===== config.mk =====
export PLATFORM = sky130hd
export DESIGN_NAME = tjpu_stream_router
export DESIGN_NICKNAME = d
export VERILOG_FILES = /design/src/rtl/tjpu_stream_router.sv
export SDC_FILE = /design/constraint.sdc
export NUM_CORES = 1
export LEC_CHECK = 0
export ABC_AREA = 0
export BUFFER_PORTS_ARGS = -buffer_cell sky130_fd_sc_hd__buf_4
export CORE_AREA = 5 5 385 387
export DETAILED_ROUTE_END_ITERATION = 10
export DIE_AREA = 0 0 390 392
export PLACE_DENSITY_LB_ADDON = 0.15
export SLEW_MARGIN = 5
export SYNTH_ARGS = -nofsm -noshare
export SYNTH_HDL_FRONTEND = slang
export SYNTH_SLANG_ARGS = --single-unit

===== constraint.sdc =====
create_clock -name clk -period 7.2 [get_ports clk]
set_input_delay 1.08 -clock clk [delete_from_list [all_inputs] [get_ports clk]]
set_output_delay 1.08 -clock clk [all_outputs]
set_load 0.02 [all_outputs]

===== src/rtl/tjpu_stream_router.sv =====
// tjpu_stream_router: per-packet demux of one inbound stream to compute engines,
// and an arbitrated merge of engine results through a 2-entry registered skid buffer
module tjpu_stream_router #(
    parameter int DATA_W      = 128,
    parameter int NUM_ENGINES = 4,
    parameter int DEST_W      = 3,
    parameter int CNT_W       = 24
) (
    input  logic                          clk,
    input  logic                          rst,
    input  logic                          cfg_start,
    input  logic [DEST_W-1:0]             cfg_dest,
    input  logic                          cfg_mode,
    input  logic [NUM_ENGINES-1:0]        cfg_suppress,
    input  logic [DATA_W-1:0]             s_data,
    input  logic                          s_valid,
    input  logic                          s_last,
    output logic                          s_ready,
    output logic [DATA_W-1:0]             eng_in_data,
    output logic [NUM_ENGINES-1:0]        eng_in_valid,
    output logic                          eng_in_last,
    input  logic [NUM_ENGINES-1:0]        eng_in_ready,
    input  logic [NUM_ENGINES*DATA_W-1:0] eng_out_data,
    input  logic [NUM_ENGINES-1:0]        eng_out_valid,
    input  logic [NUM_ENGINES-1:0]        eng_out_last,
    output logic [NUM_ENGINES-1:0]        eng_out_ready,
    output logic [DATA_W-1:0]             m_data,
    output logic                          m_valid,
    output logic                          m_last,
    input  logic                          m_ready,
    output logic                          busy,
    output logic                          err_dest,
    output logic [CNT_W-1:0]              in_beat_cnt,
    output logic [CNT_W-1:0]              out_beat_cnt
);
    localparam int IW = $clog2(NUM_ENGINES);
    typedef enum logic [1:0] {IDLE, ROUTE, DROP} in_state_t;
    typedef enum logic {ARB, GRANT} out_state_t;
    in_state_t in_state, in_next;
    out_state_t out_state, out_next;
    logic [DEST_W-1:0] dest_q;
    logic mode_q, start, dest_ok, push, push_last, pop, rr_hit, grant_ok;
    logic [NUM_ENGINES-1:0] supp_q, dest_oh, g_oh, cand, rot;
    logic [IW-1:0] g_q, g_sel, rr_sel, rr_ptr;
    logic [DATA_W-1:0] mem [2];
    logic [1:0] mem_last, cnt;
    logic wr_q, rd_q;
    logic [DATA_W-1:0] push_data;

    for (genvar i = 0; i < NUM_ENGINES; i++) begin : g_onehot
        assign dest_oh[i] = dest_q == DEST_W'(i);
        assign g_oh[i]    = g_q == IW'(i);
    end

    assign start       = cfg_start && in_state == IDLE;
    assign dest_ok     = 32'(cfg_dest) < NUM_ENGINES;
    assign eng_in_data = in_state == ROUTE ? s_data : '0;
    assign eng_in_last = in_state == ROUTE && s_last;
    assign cand        = eng_out_valid & ~supp_q;
    assign push        = out_state == GRANT && !cnt[1] && |(eng_out_valid & g_oh);
    assign push_last   = |(eng_out_last & g_oh);
    assign push_data   = eng_out_data[g_q*DATA_W +: DATA_W];
    assign m_valid     = cnt != 2'd0;
    assign m_data      = m_valid ? mem[rd_q] : '0;
    assign m_last      = m_valid && mem_last[rd_q];
    assign pop         = m_valid && m_ready;
    assign busy        = in_state != IDLE || out_state == GRANT || m_valid;

    always_comb begin
        in_next = in_state;
        s_ready = 1'b0;
        eng_in_valid = '0;
        if (in_state == IDLE && cfg_start) in_next = dest_ok ? ROUTE : DROP;
        if (in_state == ROUTE) begin
            s_ready = |(eng_in_ready & dest_oh);
            eng_in_valid = s_valid ? dest_oh : '0;
        end
        if (in_state == DROP) s_ready = 1'b1;
        if (in_state != IDLE && s_valid && s_ready && s_last) in_next = IDLE;
    end

    // Rotate candidates so bit 0 is rr_ptr; the lowest set bit is the next round-robin winner
    always_comb begin
        rot = NUM_ENGINES'({cand, cand} >> rr_ptr);
        rr_hit = 1'b0;
        rr_sel = '0;
        for (int k = NUM_ENGINES - 1; k >= 0; k--)
            if (rot[k]) begin
                rr_hit = 1'b1;
                rr_sel = IW'((int'(rr_ptr) + k) % NUM_ENGINES);
            end
        grant_ok = mode_q ? rr_hit : |(cand & dest_oh);
        g_sel = mode_q ? rr_sel : IW'(dest_q);
        out_next = out_state;
        eng_out_ready = '0;
        if (out_state == ARB && grant_ok) out_next = GRANT;
        if (out_state == GRANT) begin
            eng_out_ready = cnt[1] ? '0 : g_oh;
            if (push && push_last) out_next = ARB;
        end
    end

    always_ff @(posedge clk) begin
        if (rst) begin
            in_state     <= IDLE;
            out_state    <= ARB;
            dest_q       <= '0;
            mode_q       <= 1'b0;
            supp_q       <= '0;
            g_q          <= '0;
            rr_ptr       <= '0;
            wr_q         <= 1'b0;
            rd_q         <= 1'b0;
            cnt          <= '0;
            err_dest     <= 1'b0;
            in_beat_cnt  <= '0;
            out_beat_cnt <= '0;
        end else begin
            in_state  <= in_next;
            out_state <= out_next;
            err_dest  <= start && !dest_ok;
            if (start) begin
                dest_q <= cfg_dest;
                mode_q <= cfg_mode;
                supp_q <= cfg_suppress;
            end
            if (out_state == ARB && grant_ok) g_q <= g_sel;
            if (push && push_last && mode_q) rr_ptr <= IW'((int'(g_q) + 1) % NUM_ENGINES);
            if (push) wr_q <= ~wr_q;
            if (pop) rd_q <= ~rd_q;
            cnt <= cnt + 2'(push) - 2'(pop);
            in_beat_cnt <= start ? '0 :
                (s_valid && s_ready && !(&in_beat_cnt)) ? in_beat_cnt + CNT_W'(1) : in_beat_cnt;
            out_beat_cnt <= start ? '0 :
                (pop && !(&out_beat_cnt)) ? out_beat_cnt + CNT_W'(1) : out_beat_cnt;
        end
    end

    // Payload storage needs no reset: m_data is masked while the buffer is empty
    always_ff @(posedge clk) begin
        if (push) begin
            mem[wr_q]      <= push_data;
            mem_last[wr_q] <= push_last;
        end
    end
endmodule


# Word-level counts from Yosys, hierarchy flattened
# Memory sizes are Yosys's and may differ from the RTL's. A register that Yosys moved wholly into a read port is not among the register bits.
# Cells that the tools add are included.
[totals]
register_bits = 70
ramBits = 256
input_bits = 666
out_inout_bits = 318
wordCells = 113
memories = 1
[classes]
n_addsub = 8
n_lt_le_gt_ge = 4
n_eq_ne = 8
shift = 2
muxes = 31
bitwise_logic = 9
reduce_logical = 36
[memory_table]
columns = ["memory", "depth", "word_bits", "read_ports", "rd_clocked_by_memory_dff", "write_ports", "line", "rtl"]
rows = [
  ["mem", 2, 128, 1, 1, 1, "45", "logic [DATA_W-1:0] mem [2];"],
]
[ops]
columns = ["op", "count"]
rows = [
  ["$shiftx 512x10->128", 1],
  ["$mux 128", 2],
  ["$add 24x1->24 const B", 2],
  ["$reduce_and 24->1", 2],
  ["$and 4x4->4", 5],
  ["$logic_and 1x1->1", 17],
  ["$mux 1", 17],
  ["$mux 4", 4],
  ["$reduce_or 4->1", 4],
  ["$mux 2", 6],
  ["$shr 8x2->4", 1],
  ["$eq 2x2->1 const B", 3],
  ["$eq 3x2->1 const B", 2],
  ["$add 2x1->2 const B", 2],
  ["$add 2x2->2 const B", 2],
  ["$eq 2x1->1 const B", 2],
  ["$logic_not 1->1", 4],
  ["$logic_not 2->1", 2],
  ["$lt 1x2->1 const B", 2],
  ["$not 4->4", 1],
  ["$reduce_bool 2->1", 2],
  ["$reduce_or 2->1", 2],
  ["$eq 3x1->1 const B", 1],
  ["$logic_not 3->1", 1],
  ["other kinds (8)", 11],
]

# Logic depth before layout (Yosys ltp)
# Gate-level depths: netlist (run 1).
[depth]
word_depth = 12
depth_mapped = 10
mapped_depth_nobuf = 10

# Worst setup path before layout (run 1)
# OpenSTA, ideal clock, no wires.
[synth_timing]
kind = "register to register"
from = "reg g_q[0]"
to = "mem mem[0][0] (enable)"
setup_ps = 634
arrival_time_ps = 7359
t_required_ps = 6566
setup_slack_ps = -793
stages_incl_launch_ff = 8
n_path_buf = 2
period_less_slack_ps = 7993
path_cell_list = "dfxtp_1 -> buf_1 -> buf_2 -> inv_1 -> ha_1 -> a22oi_1 -> a21boi_1 -> nor2b_1"
[synth_via]
elab_chain_cells = 6
elab_cells_between_ends = 9
classes_between = "3 x eq/ne; 2 x mux; 1 x bitwise; 3 x reduce/logical"
[synth_rtl]
columns = ["element", "line", "rtl"]
rows = [
  ["from (decl)", "44", "logic [IW-1:0] g_q, g_sel, rr_sel, rr_ptr;"],
  ["from (signal assigned)", "127", "if (out_state == ARB && grant_ok) g_q <= g_sel;"],
  ["$eq 2x1->1, or another cell as far along", "52", "assign g_oh[i] = g_q == IW'(i);"],
  ["$and 4x4->4 *", "60", "assign push = out_state == GRANT && !cnt[1] && |(eng_out_valid & g_oh);"],
  ["$reduce_or 4->1 *", "60", ""],
  ["$logic_and 1x1->1 *", "60", ""],
  ["$mux 1 *", "141", "if (push) begin"],
  ["$mux 1 (not written as such) *", "142", "mem[wr_q] <= push_data;"],
  ["to (decl)", "45", ""],
]
# Every way passes the cells marked *; elsewhere a longest branch is shown, timed or not.

# Worst setup path after layout (run 1)
[layout_timing]
from = "reg in_state[0]"
to = "out eng_in_data[29]"
[layout_via]
elab_chain_cells = 2
[layout_rtl]
columns = ["element", "line", "rtl"]
rows = [
  ["from (decl)", "39", "in_state_t in_state, in_next;"],
  ["from (signal assigned)", "119", "in_state <= in_next;"],
  ["$eq 2x1->1", "57", "assign eng_in_data = in_state == ROUTE ? s_data : '0;"],
  ["$mux 128", "57", ""],
  ["to (decl)", "19", "output logic [DATA_W-1:0] eng_in_data,"],
]
# No other way between the ends.

==> results.md, run 1 <==
- Outcome: finished, final reports clean
- Register area share after synthesis: 52.7%
- Arrival time at the worst endpoint: 3040 ps
- RR Endpoint: mem[1][118]
- Gpl congestion: 0.884
- Origin of the worst setup path: in_state[0]
- Syn-to-layout area delta: 64.3%
- GRT overflow: 0
- Mapped Area: 17300 um^2
- Final Hold Vio Count: 0
- Synth async-reset ratio: 0%
- Post-route DRC: 0
- Library cells used by synthesis: 62
- Core Area: 145000 um^2
- Required @ worst endpoint: 6120 ps
- Slew @ Worst Pin: 1140 ps
- Predominant post-synthesis flop cell: edfxtp_1
- Sink Count: 327
- Largest cells by area after synthesis: edfxtp_1 (45%), mux4_2 (17%), mux2i_1 (8.3%), dfxtp_1 (8.0%), and2_1 (5.0%)
- CTS root buffer: clkbuf_16
- Reg2Reg Setup Slack: between 3000 and 4000 ps
- WL final: 105000 um
- Syn Nets: just under 2000
- Clk slew on worst S/H paths: 50 ps
- Fmax: 243 MHz
- CTS tree: yes
- Final HPWL DP: 86400 um
- Syn avg cell area: 13.2 um^2
- Setup TNS: 0 ps
- Area leader, netlist: edfxtp_1
- Average wire per standard cell: 24.7 um
- Chip Height: 392 um
- Clock Skews: 39.4 ps
- Capturing element type of the critical path: output port
- Gate Count Post-Synth: roughly 1300
- Worst r2r src: g_q[0]
- Total power draw: about 7.5 mW
- Die area: between 150000 and 200000 um^2
- CP Max Fanout: 103
- Count leader, synth: edfxtp_1
- Min Tclk post-route: 4120 ps
- Number of global-route vias before repair: 16500
- Fin crit share: 57.2%
- DRT Pass-1 Iters: 5
- Yosys top cell area share: around 45%
- Worst setup endpoint: eng_in_data[29]
- DRT antenna net count: 0
- Hold Crit Class: reg2reg
- Final Net Count: 2935
- Clk Latency, worst-skew pair: 610 ps
- Port Buf Inserts: 983
- Relative slew slack: 24.2%
- Post-synth top cells: edfxtp_1 (258), nor2_1 (168), mux2i_1 (144)
- First-pass GRT wire length: 137000 um
- Layout cells sized above 1: 53.2%
- GRT Resource Usage Total: 12.8%
- Initial Utilization: between 10% and 20%
- PwrDens: 265 nW/um^2
- Final setup fails: 0
- Violation count after the first detailed-route iteration: 667
- Die width: ~390 um
- CP Class: reg2out
- Max Slew Vio Count: 0
- I/O pin total: 984
- Number of H-tree levels: 2
- RSZ-0062 raised after global routing: false
- Num CTS Buffers: 44
- DR vias: 15500
- CTS Buffer Depth: 3
- EDFF count, synth: 258
- Pin count of the biggest net entering global routing: 104
- VDD IR max: 0.134 mV
- Seq cells post-synth: approximately 330
- Setup bufs post-CTS: 0
- Row count: 140
- Hold Buf Count CTS: 0
- Startpoint types: register
- Worst R2R Path Depth: 6
- Maxcap violations: 0
- Leak: 10.9 nW
- Routed vias/inst: 3.67
- Post-CTS resize count: 0
- Ys Warns: 0
- Antenna violations before repair: 43
## critical path, cell delays in order, from the launching register on
cell     delay, ps
dfxtp_1        440
nor2b_4        490
buf_4          710
and2_1         430
buf_4          240
## registers in the layout, indices dropped and copies added, names as in the netlist, 2 cells and up, named ones only
name / cells
cnt: 2
dest_q: 3
g_q: 2
in_beat_cnt: 24
in_state: 2
mem: 256
mem_last: 2
out_beat_cnt: 24
rr_ptr: 2
supp_q: 4
## area by class of cell
type	count	area (um^2)
Fill cell	15900	116000
Timing Repair Buffer	1002	7550
Clock inverter	31	367
Inverter	11	41.3
Multi-Input combinational cell	875	7790
Clock buffer	49	1120
Sequential cell	327	9140
Antenna cell	20	50.0
Tap cell	1917	2400
## kinds of logic after synthesis
kind of cell               Yosys count  share of synthesized area, %
AOI/OAI and AO/OA                   91                          3.85
xor gates and xnor gates            18                         0.910
adders and majority gates            8                         0.578
buffers and inverters              106                          2.46
DFF                                327                          52.7
muxes                              272                          25.0
and+or+nand+nor                    486                          14.5
## worst min-delay path by stage
| stage | startpoint | cells after the start | end | slack, ps |
|---|---|---|---|---|
| floorplan | supp_q[1] | 2 | supp_q[1] | 440 |
| global placement | out_state | 2 | out_state | 470 |
| detailed placement | out_state | 2 | out_state | 480 |
| CTS | out_state | 2 | out_state | 490 |
| global route | out_state | 2 | out_state | 530 |
| finish | out_state | 2 | out_state | 490 |
## power by group
part           internal, mW  switching (mW)
registers              2.22          0.0955
clock network          1.35           0.887
logic                  1.21            1.79
## layout by cell type, fill, tap and decap left out, drive strengths merged, types with 17 or more instances in the layout
| cell type | instances |
|---|---|
| buf | 1002 |
| xnor2 | 17 |
| diode | 20 |
| clkbuf | 49 |
| edfxtp | 258 |
| nand3 | 27 |
| a21oi | 28 |
| mux4 | 128 |
| dfxtp | 69 |
| nand2 | 55 |
| mux2i | 144 |
| and2 | 138 |
| nor2 | 168 |
| clkinv | 20 |
## per-layer routing
metal	vias up	share of wire, %	wire length (um)	global-route usage, %
met5	-	0.033	35	0
met4	6	2.6	2740	4.71
met3	123	8.6	9010	4.60
met2	718	53	55400	23.2
met1	7752	36	37300	13.5
li1	6930	-	-	-
## metrics by stage
step / cell area [um^2] / cells / hold slack, ps / util, % / worst slack, ps
3_5_place_dp: 26900 / 4132 / 481 / 18.6 / 3200
5_1_grt: 28400 / 4228 / 528 / 19.7 / 2740
3_3_place_gp: 26900 / 4132 / 472 / 18.6 / 3160
4_1_cts: 28400 / 4212 / 488 / 19.7 / 2870
6_report: 28500 / 4232 / 486 / 19.7 / 3080
2_1_floorplan: 17300 / 1308 / 440 / - / 1690
Power figures use the tool's default switching activity.
==> run 2, diff against run 1 <==
- ABC_AREA: 0 -> 1
- clock period: 7.2 -> 4.12 ns (I/O delays scaled with it)
==> run 2 against run 1 <==
  * Synthesized cell count increased by 80%
  * Setup slack got worse by 2200 ps
  * Critical path depth increased by 1
  * Total power increased by 90%
  * Highest routed layer unchanged
  * Clock-buffer cell count increased by 9
  * Combinational power increased by 100%
  * Non-clock buffer count increased by 10
  * Hold slack got worse by 240 ps
  * Critical endpoint is now m_data[71]
  * Largest power group unchanged
  * First-iteration DRC count increased by 35%
  * Via count increased by 27%
  * Largest cell class unchanged
==> results.md, run 2 <==
- Required @ worst endpoint: 3500 ps (-2620 ps)
- Final setup fails: 0 (unchanged)
- Critical path cell sequence: inv_6 > buf_12 > nand2_1 > a21oi_1 > buf_4
- Most common cell after layout, fill and taps aside: buf_4
- Crit-path max cell delay: 500 ps (-210 ps)
- Violation count after the first detailed-route iteration: 899 (+35%)
- Maxcap violations: 0 (unchanged)
- Final Hold Vio Count: 0 (unchanged)
- EDFF count, synth: 258 (unchanged)
- RR Endpoint: mem[1][28]
- Clock Skews: 66.9 ps (+27.5 ps)
- PwrDens: 487 nW/um^2 (+83%)
- CTS root buffer: clkbuf_16
- Final WS setup: 912 ps (-2170 ps)
- Final Net Count: 3934 (+34%)
- Pin count of the biggest net entering global routing: 150 (+44%)
- DR vias: 19800 (+27%)
- RSZ-0062 raised after global routing: false
- Clk slew on worst S/H paths: 70 ps (+20 ps)
- Slowest cell on crit path: a21oi_1
- Mapped Area: 18300 um^2 (+5.9%)
- Hold Crit Class: in2reg
- Fin crit share: 77.9%
- Final HPWL DP: 83800 um (-3.1%)
- Worst r2r src: g_q[0]
- CTS Buffer Depth: 3 (unchanged)
- Leak: 12.6 nW (+15%)
- Setup TNS: 0 ps (unchanged)
- Yosys top cell area share: 42.2% (-2.5 points)
- Register area share after synthesis: 49.8% (-2.9 points)
- Syn Nets: 3033 (+53%)
- Total power draw: 14.3 mW (+90%)
- Arrival time at the worst endpoint: 2590 ps (-450 ps)
- Ys Warns: 0 (unchanged)
- CTS tree: yes
- Sink Count: 327 (unchanged)
- Worst setup endpoint: m_data[71]
- Worst R2R Path Depth: 9 (+3)
- Area leader, netlist: edfxtp_1
- Capturing element type of the critical path: output port
- Kind of cell adding the most delay to the critical path: buffers and inverters
- DRT Pass-1 Iters: 5 (unchanged)
- Initial Utilization: 12.7% (+0.71 points)
- I/O pin total: 984 (unchanged)
- Die area: 153000 um^2 (unchanged)
- Synth async-reset ratio: 0% (unchanged)
- Setup bufs post-CTS: 0 (unchanged)
- Fill cells: 16200 (+2.3%)
- Gpl congestion: 0.838 (-5.3%)
- Outcome: finished, final reports clean
- Biggest register: mem
- First-pass GRT wire length: 149000 um (+9.0%)
- Die width: 390 um (unchanged)
- Post-route DRC: 0 (unchanged)
- Post-CTS resize count: 0 (unchanged)
- Fmax: 312 MHz
- Post-synth top cells: nor2_1 (468), nand2_1 (448), o21ai_0 (276)
- Number of H-tree levels: 2 (unchanged)
- Startpoint types: register
- CP Max Fanout: 49 (-52%)
- CP Class: reg2out
- Reg2Reg Setup Slack: 1340 ps (-2010 ps)
- Inst Count DP: 5129 (+24%)
- Largest register FFs: 256 (unchanged)
- Count leader, synth: nor2_1
- Antenna violations before repair: 18 (-58%)
- Worst path bufs/invs: 3 (+1)
- VDD IR max: 0.244 mV (+81%)
- Max Slew Vio Count: 0 (unchanged)
- Most frequent cells in the layout: buf_4 (1002), nor2_1 (465), nand2_1 (448)
- GRT overflow: 0 (unchanged)
- Syn-to-layout area delta: 60.3%
- Routed vias/inst: 3.78 (+3.1%)
- Crit path depth: 5 (+1)
- DRT antenna net count: 0 (unchanged)
- DP Worst Slack: 1350 ps (-1850 ps)
- Predominant post-synthesis flop cell: edfxtp_1
- Slew @ Worst Pin: 1080 ps (-61.0 ps)
- Row count: 140 (unchanged)
- Library cells used by synthesis: 35 (-44%)
- Relative slew slack: 27.6% (+3.4 points)
- Chip Height: 392 um (unchanged)
- Average wire per standard cell: 21.0 um (-15%)
- Layout cells sized above 1: 34.7% (-19 points)
- Hold slack: 251 ps (-235 ps)
- WL final: 109000 um (+4.7%)
- Port Buf Inserts: 983 (unchanged)
- Clk Latency, worst-skew pair: 610 ps (about the same)
- Hold Buf Count CTS: 0 (unchanged)
- Syn avg cell area: 7.77 um^2 (-41%)
- Largest cells by area after synthesis: edfxtp_1 (42%), nor2_1 (9.6%), nand2_1 (9.2%), dfxtp_1 (7.5%), o21ai_0 (7.5%)
- Num CTS Buffers: 46 (+4.5%)
- Top Registers: mem x256, in_beat_cnt x24, out_beat_cnt x24
- Seq cells post-synth: 327 (unchanged)
- Gate Count Post-Synth: 2359 (+80%)
- Number of global-route vias before repair: 19800 (+20%)
- GRT Resource Usage Total: 13.3% (+0.55 points)
- Final cell count without fillers: 5221 (+23%)
- Min Tclk post-route: 3210 ps
- Core Area: 145000 um^2 (unchanged)
-- run 2: cell types whose count changed in the layout (fill, tap and decap cells not counted), sizes merged, moves of 144 or more --
cell / before / now
a21oi: 28 / 193
inv: 12 / 197
mux2i: 144 / 0
nand2: 55 / 465
nor2: 168 / 473
o21ai: 11 / 278
-- run 2: kinds of logic after synthesis --
logic type	count (synthesis)	synth area share, %
AO/OA/AOI/OAI	602	17.7
XOR/XNOR	32	1.53
adder cells (fa/ha/maj)	8	0.546
buffers and inverters	357	7.61
flip-flops	327	49.8
AND/OR/NAND/NOR	1033	22.8
-- run 2: report_power, final --
group / switching (mW) / internal, mW / leakage (nW) / total, mW
combinational: 4.22 / 1.88 / 8.91 / 6.10
sequential: 0.0889 / 4.09 / 2.90 / 4.18
clock: 1.64 / 2.38 / 0.749 / 4.03
-- run 2: cell type report --
| type | instances | area, um^2 | area share [%] |
|---|---|---|---|
| Timing Repair Buffer | 1012 | 7720 | 26.3 |
| Clock buffer | 58 | 1270 | 4.32 |
| Sequential cell | 327 | 9140 | 31.1 |
| Inverter | 198 | 759 | 2.58 |
| Tap cell | 1917 | 2400 | 8.16 |
| Clock inverter | 25 | 254 | 0.864 |
| Multi-Input combinational cell | 1675 | 7840 | 26.6 |
| Antenna cell | 9 | 22.5 | 0.0766 |
-- run 2: worst min-delay path by stage --
stage	to	cells after the start	startpoint	slack [ps]
final	cnt[0]	2	rst	250
after global routing	cnt[0]	2	rst	220
after CTS	cnt[0]	2	rst	190
after detailed placement	in_state[0]	2	in_state[0]	490
after global placement	in_state[0]	2	in_state[0]	490
after floorplan	out_state	2	out_state	450
-- run 2: stage by stage --
step / utilization [%] / cell area, um^2
6_report: 20.3 / 29400
4_1_cts: 20.3 / 29400
3_5_place_dp: 19.3 / 27900
3_3_place_gp: 19.3 / 27900
2_1_floorplan: - / 18400
5_1_grt: 20.3 / 29400
-- run 2: metal layers --
metal,GRT usage (%),wire length [um],vias to the layer above
li1,-,-,9744
met5,0,41,-
met2,22.4,52200,753
met4,4.23,3170,6
met3,3.96,8850,112
met1,16.3,45200,9146
==> run 3, diff against run 2 <==
- ABC_AREA: 1 -> 0
- clock period: 4.12 -> 3.2 ns (I/O delays scaled with it)
==> run 3 against run 2 <==
  * The flow now finishes with violations (slew limit)
  * First-iteration DRC count decreased by 20%
  * Sequential share of layout area increased by 0.68 points
  * Routed wire length is 8.6% lower
  * Non-clock buffer count grew 8
  * Clock-buffer cell count fell by 8
  * Die area unchanged
  * Setup slack worse by 440 ps
==> results.md, run 3 (synthesis gave the netlist of run 1 again) <==
- Outcome: finished with violations
- Failing checks: slew limit
- Critical path cell sequence: mux2i_1 > o32ai_4 > or2_2 > buf_4
- CP Max Fanout: 12 (-76%)
- Fill cells: 15800 (-2.6%)
- Antenna violations before repair: 35 (+17)
- Clk Latency, worst-skew pair: 590 ps (-20 ps)
- Min Tclk post-route: 2730 ps
- Syn-to-layout area delta: 66.1%
- VDD IR max: 0.486 mV (+99%)
- Number of global-route vias before repair: 16900 (-15%)
- Final setup fails: 0 (unchanged)
- CTS Buffer Depth: 3 (unchanged)
- Maxcap violations: 0 (unchanged)
- Top Registers: mem x256, in_beat_cnt x24, out_beat_cnt x24
- Largest register FFs: 256 (unchanged)
- Worst path bufs/invs: 1 (-2)
- Relative slew slack: -2.39% (-30 points)
- Total power draw: 17.0 mW (+19%)
- Kind of cell adding the most delay to the critical path: flip-flops
- Fmax: 366 MHz
- Average wire per standard cell: 23.6 um (+12%)
- Combinational share of power: 40.6% (-2.1 points)
- DR vias: 15400 (-22%)
- GRT Resource Usage Total: 12.2% (-1.1 points)
- Arrival time at the worst endpoint: 2250 ps (-340 ps)
- Origin of the worst setup path: dest_q[1]
- Required @ worst endpoint: 2720 ps (-780 ps)
- PwrDens: 590 nW/um^2 (+21%)
- Number of H-tree levels: 2 (unchanged)
- Most common cell after layout, fill and taps aside: buf_4
- Num CTS Buffers: 45 (-2.2%)
- Min-delay src: s_last
- Capturing element type of the critical path: output port
- Slew @ Worst Pin: 1540 ps (+461 ps)
- RSZ-0062 raised after global routing: false
- Clk slew on worst S/H paths: 50 ps (-20 ps)
- Clock Skews: 27.9 ps (-39.0 ps)
- Pin count of the biggest net entering global routing: 131 (-13%)
- Core Area: 145000 um^2 (unchanged)
- Final Hold Vio Count: 0 (unchanged)
- Slowest cell on crit path: dfxtp_1
- Gpl congestion: 0.932 (+11%)
- Chip Height: 392 um (unchanged)
- Sink Count: 327 (unchanged)
- Row count: 140 (unchanged)
- Layout cells sized above 1: 53.9% (+19 points)
- Reg power frac: 30.1% (+0.9 points)
- Sw Share: 36.2% (-5.5 points)
- CP Class: reg2out
- DRT Pass-1 Iters: 5 (unchanged)
- Int Pwr: 10.8 mW (+30%)
- Post-CTS resize count: 0 (unchanged)
- I/O pin total: 984 (unchanged)
- Biggest register: mem
- Startpoint types: register
- Die width: 390 um (unchanged)
- CTS tree: yes
- Final HPWL DP: 82500 um (-1.5%)
- CTS root buffer: clkbuf_16
- Clock network power share: 29.3% (+1.2 points)
- Port Buf Inserts: 983 (unchanged)
- Worst r2r src: dest_q[2]
- Final Net Count: 2954 (-25%)
- Sw power: 6.15 mW (+3.2%)
- GRT overflow: 0 (unchanged)
- Post-route DRC: 0 (unchanged)
- DRT antenna net count: 0 (unchanged)
- DP Worst Slack: 897 ps (-454 ps)
- WL final: 100000 um (-8.6%)
- First-pass GRT wire length: 133000 um (-11%)
- Setup bufs post-CTS: 0 (unchanged)
- Final WS setup: 467 ps (-445 ps)
- Most frequent cells in the layout: buf_4 (1006), edfxtp_1 (258), nor2_1 (166)
- Fin crit share: 85.4%
- Violation count after the first detailed-route iteration: 718 (-20%)
- Leak: 11.1 nW (-12%)
- Die area: 153000 um^2 (unchanged)
- Routed vias/inst: 3.62 (-4.4%)
- Hold Buf Count CTS: 0 (unchanged)
- Max Slew Vio Count: 23 (+23)
- Hold Crit Class: in2reg
- Initial Utilization: 12.0% (-0.71 points)
- Crit-path max cell delay: 590 ps (+90 ps)
run 3: cell types whose count changed in the layout (fill, tap and decap cells not counted), sizes merged, moves of 13 or more:
| cell | previous run | this run |
|---|---|---|
| mux4 | 0 | 128 |
| o22ai | 129 | 1 |
| nand4 | 32 | 13 |
| and2 | 0 | 138 |
| mux2i | 0 | 144 |
| o21ai | 278 | 11 |
| nand2 | 465 | 55 |
| a21oi | 193 | 28 |
| nor2 | 473 | 168 |
| or3 | 0 | 13 |
| xor2 | 20 | 1 |
| inv | 197 | 13 |
run 3: area by class of cell:
cell class	instances	area (um^2)	share of cell area, %
inverter	11	56.3	0.196
tap	1917	2400	8.34
timing repair buffer	1020	7830	27.2
antenna	17	42.5	0.148
clock buffer	50	1170	4.05
clock inverter	31	293	1.02
sequential	327	9140	31.8
multi-input combinational	875	7840	27.3
run 3: final timing paths:
| kind | end | slack [ps] | depth (start not counted) |
|---|---|---|---|
| setup / recovery | s_ready | 470 | 4 |
| hold / removal | in_state[0] | 110 | 2 |
| setup reg to reg | in_beat_cnt[7] | 920 | 5 |
| hold reg to reg | out_state | 480 | 2 |
run 3: power groups by stage:
| stage | Clock, mW | Combinational, mW | Sequential [mW] |
|---|---|---|---|
| 2_1_floorplan | 0 | 3.52 | 5.17 |
| 3_3_place_gp | 0 | 7.24 | 5.19 |
| 3_5_place_dp | 0 | 7.24 | 5.20 |
| 4_1_cts | 5.23 | 7.26 | 5.11 |
| 5_1_grt | 5.39 | 7.45 | 5.13 |
| 6_report | 4.98 | 6.90 | 5.11 |
run 3: metrics by stage:
step / hold slack [ps] / setup TNS (ps) / util, % / std cells / instance area [um^2]
after CTS: 27.4 / 0 / 19.9 / 4231 / 28700
after floorplan: 440 / -56750 / - / 1308 / 17500
after global routing: 55.3 / 0 / 19.9 / 4242 / 28800
after detailed placement: 475 / 0 / 18.9 / 4150 / 27300
after global placement: 479 / 0 / 18.9 / 4150 / 27300
final: 109 / 0 / 19.9 / 4248 / 28800
run 3: per-layer routing:
layer,GRT usage (%),vias up,share of wire (%)
met1,12.1,7569,34
met5,0,-,0.089
met2,22.9,705,54
met4,4.52,14,3.0
li1,-,6958,-
met3,4.82,131,9.2
